**src/rtl/pulse_req_sender.sv**
```systemverilog
// pulse_req_sender: fast-domain initiator for the pulse-synchronizer handshake.
// Local event pulses are queued and each one is issued as a level request.
// A request stays high until the returned single-cycle ack arrives or a timeout
// expires. A low gap between requests lets the far side see every rising edge.
module pulse_req_sender #(
   parameter int CNT_W   = 2,
   parameter int GAP_CYC = 4,
   parameter int TIMEOUT = 16,
   parameter int TO_W    = 8
) (
   input  logic             f_clk,
   input  logic             frst_n,
   input  logic             i_evt,
   input  logic             i_ack,
   output logic             o_req,
   output logic             o_busy,
   output logic [CNT_W-1:0] o_pend,
   output logic             o_done,
   output logic             o_timeout,
   output logic             o_ovf
);

   typedef enum logic [1:0] {
      IDLE = 2'd0,
      REQ  = 2'd1,
      GAP  = 2'd2
   } state_t;

   // Last timer value before a request is abandoned, and last value of the gap.
   localparam logic [TO_W-1:0] LP_TO_LAST  = TO_W'(TIMEOUT - 1);
   localparam logic [TO_W-1:0] LP_GAP_LAST = TO_W'(GAP_CYC - 1);

   state_t           r_state;
   logic [TO_W-1:0]  r_timer;
   logic [CNT_W-1:0] r_pend;
   logic             r_req;
   logic             r_busy;
   logic             r_done;
   logic             r_timeout;
   logic             r_ovf;

   logic             w_issue;
   logic             w_accept;
   logic             w_consume;
   logic             w_full;
   logic             w_drop;
   logic [CNT_W-1:0] w_pendNext;

   // An issue happens only from IDLE. An event that itself triggers the issue
   // from an empty queue goes straight out and is never counted as pending.
   assign w_issue   = (r_state == IDLE) && ((r_pend != '0) || i_evt);
   assign w_accept  = i_evt && !(w_issue && (r_pend == '0));
   assign w_consume = w_issue && (r_pend != '0);
   assign w_full    = &r_pend;
   assign w_drop    = w_accept && w_full && !w_consume;

   // Pending counter next value: saturates at full (event dropped), never
   // wraps below zero, and is unchanged when accept and consume coincide.
   always_comb begin
      w_pendNext = r_pend;
      if (w_accept && !w_consume) begin
         if (!w_full) begin
            w_pendNext = r_pend + CNT_W'(1);
         end
      end else if (!w_accept && w_consume) begin
         w_pendNext = r_pend - CNT_W'(1);
      end
   end

   // Handshake FSM with registered outputs; one timer serves REQ and GAP.
   always_ff @(posedge f_clk or negedge frst_n) begin
      if (!frst_n) begin
         r_state   <= IDLE;
         r_timer   <= '0;
         r_pend    <= '0;
         r_req     <= 1'b0;
         r_busy    <= 1'b0;
         r_done    <= 1'b0;
         r_timeout <= 1'b0;
         r_ovf     <= 1'b0;
      end else begin
         r_done    <= 1'b0;
         r_timeout <= 1'b0;
         r_ovf     <= w_drop;
         r_pend    <= w_pendNext;
         case (r_state)
            IDLE: begin
               if (w_issue) begin
                  r_state <= REQ;
                  r_timer <= '0;
                  r_req   <= 1'b1;
                  r_busy  <= 1'b1;
               end
            end
            REQ: begin
               if (i_ack) begin
                  r_state <= GAP;
                  r_timer <= '0;
                  r_req   <= 1'b0;
                  r_done  <= 1'b1;
               end else if (r_timer == LP_TO_LAST) begin
                  r_state   <= GAP;
                  r_timer   <= '0;
                  r_req     <= 1'b0;
                  r_timeout <= 1'b1;
               end else begin
                  r_timer <= r_timer + TO_W'(1);
               end
            end
            GAP: begin
               if (r_timer == LP_GAP_LAST) begin
                  r_state <= IDLE;
                  r_timer <= '0;
                  r_busy  <= 1'b0;
               end else begin
                  r_timer <= r_timer + TO_W'(1);
               end
            end
            default: begin
               r_state <= IDLE;
               r_timer <= '0;
               r_req   <= 1'b0;
               r_busy  <= 1'b0;
            end
         endcase
      end
   end

   assign o_req     = r_req;
   assign o_busy    = r_busy;
   assign o_pend    = r_pend;
   assign o_done    = r_done;
   assign o_timeout = r_timeout;
   assign o_ovf     = r_ovf;

endmodule
```
**config.mk**
```make
export PLATFORM = sky130hd
export DESIGN_NAME = pulse_req_sender
export DESIGN_NICKNAME = d
export VERILOG_FILES = /design/src/rtl/pulse_req_sender.sv
export SDC_FILE = /design/constraint.sdc
export NUM_CORES = 1
export LEC_CHECK = 0
export CAP_MARGIN = 0
export CORE_ASPECT_RATIO = 1.4
export CORE_MARGIN = 4
export CORE_UTILIZATION = 30
export DETAILED_ROUTE_END_ITERATION = 16
export PLACE_DENSITY = 0.48
export SETUP_SLACK_MARGIN = 0.02
export SLEW_MARGIN = 20
export SYNTH_ARGS = -nofsm -noshare
export SYNTH_HDL_FRONTEND = slang
export SYNTH_SLANG_ARGS = --single-unit
```
**constraint.sdc**
```tcl
create_clock -name f_clk -period 1.5 [get_ports f_clk]
set_input_delay 0.15 -clock f_clk [delete_from_list [all_inputs] [get_ports f_clk]]
set_output_delay 0.15 -clock f_clk [all_outputs]
set_load 0.05 [all_outputs]
```
==> flow_metrics.py <==
metrics = {
    "die": {
        "die_area_um2": 4240,
        "die_w_um": 56.2,
        "die_h_um": 75.5,
        "io_pins": 11,
        "initial_core_util_pct": 31.3,
        "rows": 24,
        "core_area_um2": 3120,
    },
    "clock_tree": {
        "clk_path_buf_depth": 2,
        "htreeDepth": 1,
        "cts.clk_slew.worst_paths_ps": 70,
        "cts-root-buf": "clkbuf_8",
        "hold_buffers": 0,
        "cts_tree": "yes",
        "clkLatencyLatePin_ps": 250,
        "numCtsBuffers": 3,
        "clock-sinks": 17,
    },
    "min_path": {
        "hold_path.class": "input port to asynchronous set/reset pin",
    },
    "finish": {
        "layout_common_cells": "buf_4 (30), nand2_1 (17), dfrtp_1 (15), o211ai_1 (6)",
        "nets": 145,
        "syn_to_final_growth_pct": 48.3,
        "diodes": 0,
        "drive_above_1_share_pct": 42.6,
        "final_util_pct": 46.4,
        "final_common_cell": "buf_4",
        "nFillCells": 322,
    },
    "power": {
        "p_int_mw": 1.42,
        "peakVddDrop_v": 0.00106,
        "pwr-share-clk_pct": 14.4,
        "cellLeakagePower_nw": 0.651,
        "p_sw_mw": 0.972,
        "comb_power_share_pct": 58.3,
        "powerDensity_nw_per_um2": 1650,
        "swShare_pct": 40.6,
        "sequentialPowerShare_pct": 27.3,
    },
    "drt": {
        "drtIter0Drc": 19,
        "vias_per_cell": 4.82,
        "drc": 0,
        "wl_met2_um": 1270,
        "met1_length_um": 901,
        "vias": 844,
        "topRoutingLayerUsed": "met4",
        "drt_wl_total_um": 2270,
        "wl_per_cell_um": 13.0,
        "drt.antenna.violating_nets": 0,
        "wl_met3_um": 49,
        "first_pass_iters": 2,
    },
    "sta": {
        "final_max_slew_viol_count": 0,
        "setup_viol": 6,
        "layout_min_cycle_time_ps": 1590,
        "clock.fmax_ghz": 0.631,
        "period_share_pct": 106,
        "tightest_slew_ps": 325,
        "grt_setup_unrepaired": "true",
        "setup_slack_ps": -85.7,
        "skew_ps": 2.49,
        "relSlewSlack_pct": 78.3,
        "hold_viol": 0,
    },
    "run": {
        "drv_cap": 0,
    },
    "critical_path": {
        "crit_arrival_ps": 1730,
        "crit_fanout": 4,
        "cp_slowest_stage_delay_ps": 400,
        "crit_required_ps": 1640,
        "critPathSlowestCell": "dfrtp_1",
        "path_buf_inv": 0,
        "path_class": "flop to flop",
        "path_delay_family": "flip-flops",
        "cp-start-kind": "flop",
        "crit_path_end_kind": "flop",
        "crit_chain": "ha_1, and2b_1, a21boi_4, nor3_4, mux2_4",
    },
    "placement": {
        "portBuffers": 10,
        "dpl_worst_slack_ps": -150,
        "gp_congestion": 0.826,
        "place.detailed.hpwl_um": 1660,
    },
    "synth": {
        "seq_area_frac_synth_pct": 43.6,
        "postSynthAreaPerCell_um2": 10.3,
        "synth_fp_nets": 103,
        "synth_top_cell_area_share_pct": 43.6,
        "synth_top_cell_by_area": "dfrtp_1",
        "synthTopCellsByArea": "dfrtp_1 (44%), nand2_1 (6.5%), ha_1 (5.1%)",
        "synth.distinct_cells": 33,
        "syn-instance-count": 95,
        "ys.warnings.count": 0,
        "synth_seq_cells": 17,
        "synth_area_um2": 976,
    },
    "global_routing": {
        "grt_first_pass_wirelength_um": 4000,
        "grt_overflow_total": 0,
        "track_usage_pct": 12.4,
        "grt_max_degree": 18,
        "grt_pass1_vias": 926,
        "grt_antenna_before_repair": 0,
    },
    "outcome": {
        "violations": "negative setup slack",
        "status": "complete, but fails checks",
    },
}
==> cells in the mapped netlist <==
cell type  instances
o211ai_1           6
dfrtp_1           17
inv_1              3
nor2b_1            3
nor3_1             5
nor4_1             2
nor4b_4            1
o22ai_1            1
or2_2              1
and2b_1            1
o21ai_2            1
and3_1             3
nor4_4             1
nor3b_1            1
ha_1               4
o221ai_1           1
nor4b_1            1
or2b_1             1
a21boi_2           2
nand3_1            3
o2111ai_1          1
o21ai_0            6
buf_6              2
and2_1             1
nand2_1           17
mux2_4             1
nor2_1             1
a21oi_1            1
nand2b_1           1
o32a_1             3
mux2i_1            1
nor3_4             1
o21a_1             1
==> state kept, by name (all words and copies together) (netlist names) <==
name,flops
r_timer,8
o_timeout,1
o_pend,2
o_req,1
r_state,2
o_done,1
o_busy,1
o_ovf,1
==> power by group through the flow <==
stage | Clock (mW) | Sequential, mW | Combinational (mW)
floorplan | 0 | 0.901 | 0.590
finish | 0.345 | 0.652 | 1.39
global placement | 0 | 0.660 | 1.28
detailed placement | 0 | 0.661 | 1.29
CTS | 0.357 | 0.653 | 1.39
global route | 0.388 | 0.664 | 1.51
==> final timing paths <==
check	to	cells after the start	startpoint	slack, ps
max	r_state[1]$_DFFE_PN0P_	5	r_state[0]$_DFFE_PN0P_	-90
min	o_timeout$_DFF_PN0_	2	frst_n	220
max reg2reg	r_state[1]$_DFFE_PN0P_	5	r_state[0]$_DFFE_PN0P_	-90
min reg2reg	o_busy$_DFFE_PN0P_	1	o_busy$_DFFE_PN0P_	510
max in group asynchronous	o_pend[0]$_DFFE_PN0P_	2	frst_n	1060
min in group f_clk	o_done$_DFF_PN0_	2	i_ack	480
==> metal layers <==
metal | GRT usage [%] | vias up
li1 | - | 435
met1 | 12.3 | 397
met2 | 25.0 | 8
met3 | 1.69 | 4
met4 | 6.33 | 0
met5 | 0 | -
==> stage by stage <==
| step | hold slack, ps | total power, mW | TNS [ps] | area (um2) | cells |
|---|---|---|---|---|---|
| 2_1_floorplan | -146 | 1.49 | -518 | 993 | 95 |
| 3_3_place_gp | 490 | 1.94 | -941 | 1300 | 167 |
| 3_5_place_dp | 493 | 1.95 | -1270 | 1300 | 167 |
| 4_1_cts | 238 | 2.40 | -372 | 1430 | 174 |
| 5_1_grt | 245 | 2.57 | -1310 | 1450 | 175 |
| 6_report | 225 | 2.39 | -240 | 1450 | 175 |
==> what timing repair did <==
| action | in CTS | in global routing |
|---|---|---|
| setup buffers | 3 | 1 |
| endpoints found under the setup margin | 12 | 13 |
| resized for setup | 9 | 3 |
| pin swaps | 9 | 2 |
==> worst register-to-register path: cells and delay by family, from the launching register on <==
kind	cells	cell delay, ps
compound gates	1	160
fa+ha+maj	1	210
mux	1	320
simple gates	2	370
flops	1	400
==> layout make-up <==
| class | count | area, um2 | area share [%] |
|---|---|---|---|
| Inverter | 3 | 11.3 | 0.778 |
| Multi-Input combinational cell | 73 | 573 | 39.6 |
| Clock inverter | 1 | 5.00 | 0.346 |
| Sequential cell | 17 | 428 | 29.6 |
| Tap cell | 39 | 48.8 | 3.37 |
| Timing Repair Buffer | 39 | 340 | 23.5 |
| Clock buffer | 3 | 41.3 | 2.85 |
==> cells by family after synthesis <==
kind of cell | synth area share, %
buf+inv | 3.46
mux | 2.56
compound gates | 17.7
simple gates | 27.6
flops | 43.6
fa+ha+maj | 5.13
Power figures use the tool's default switching activity.
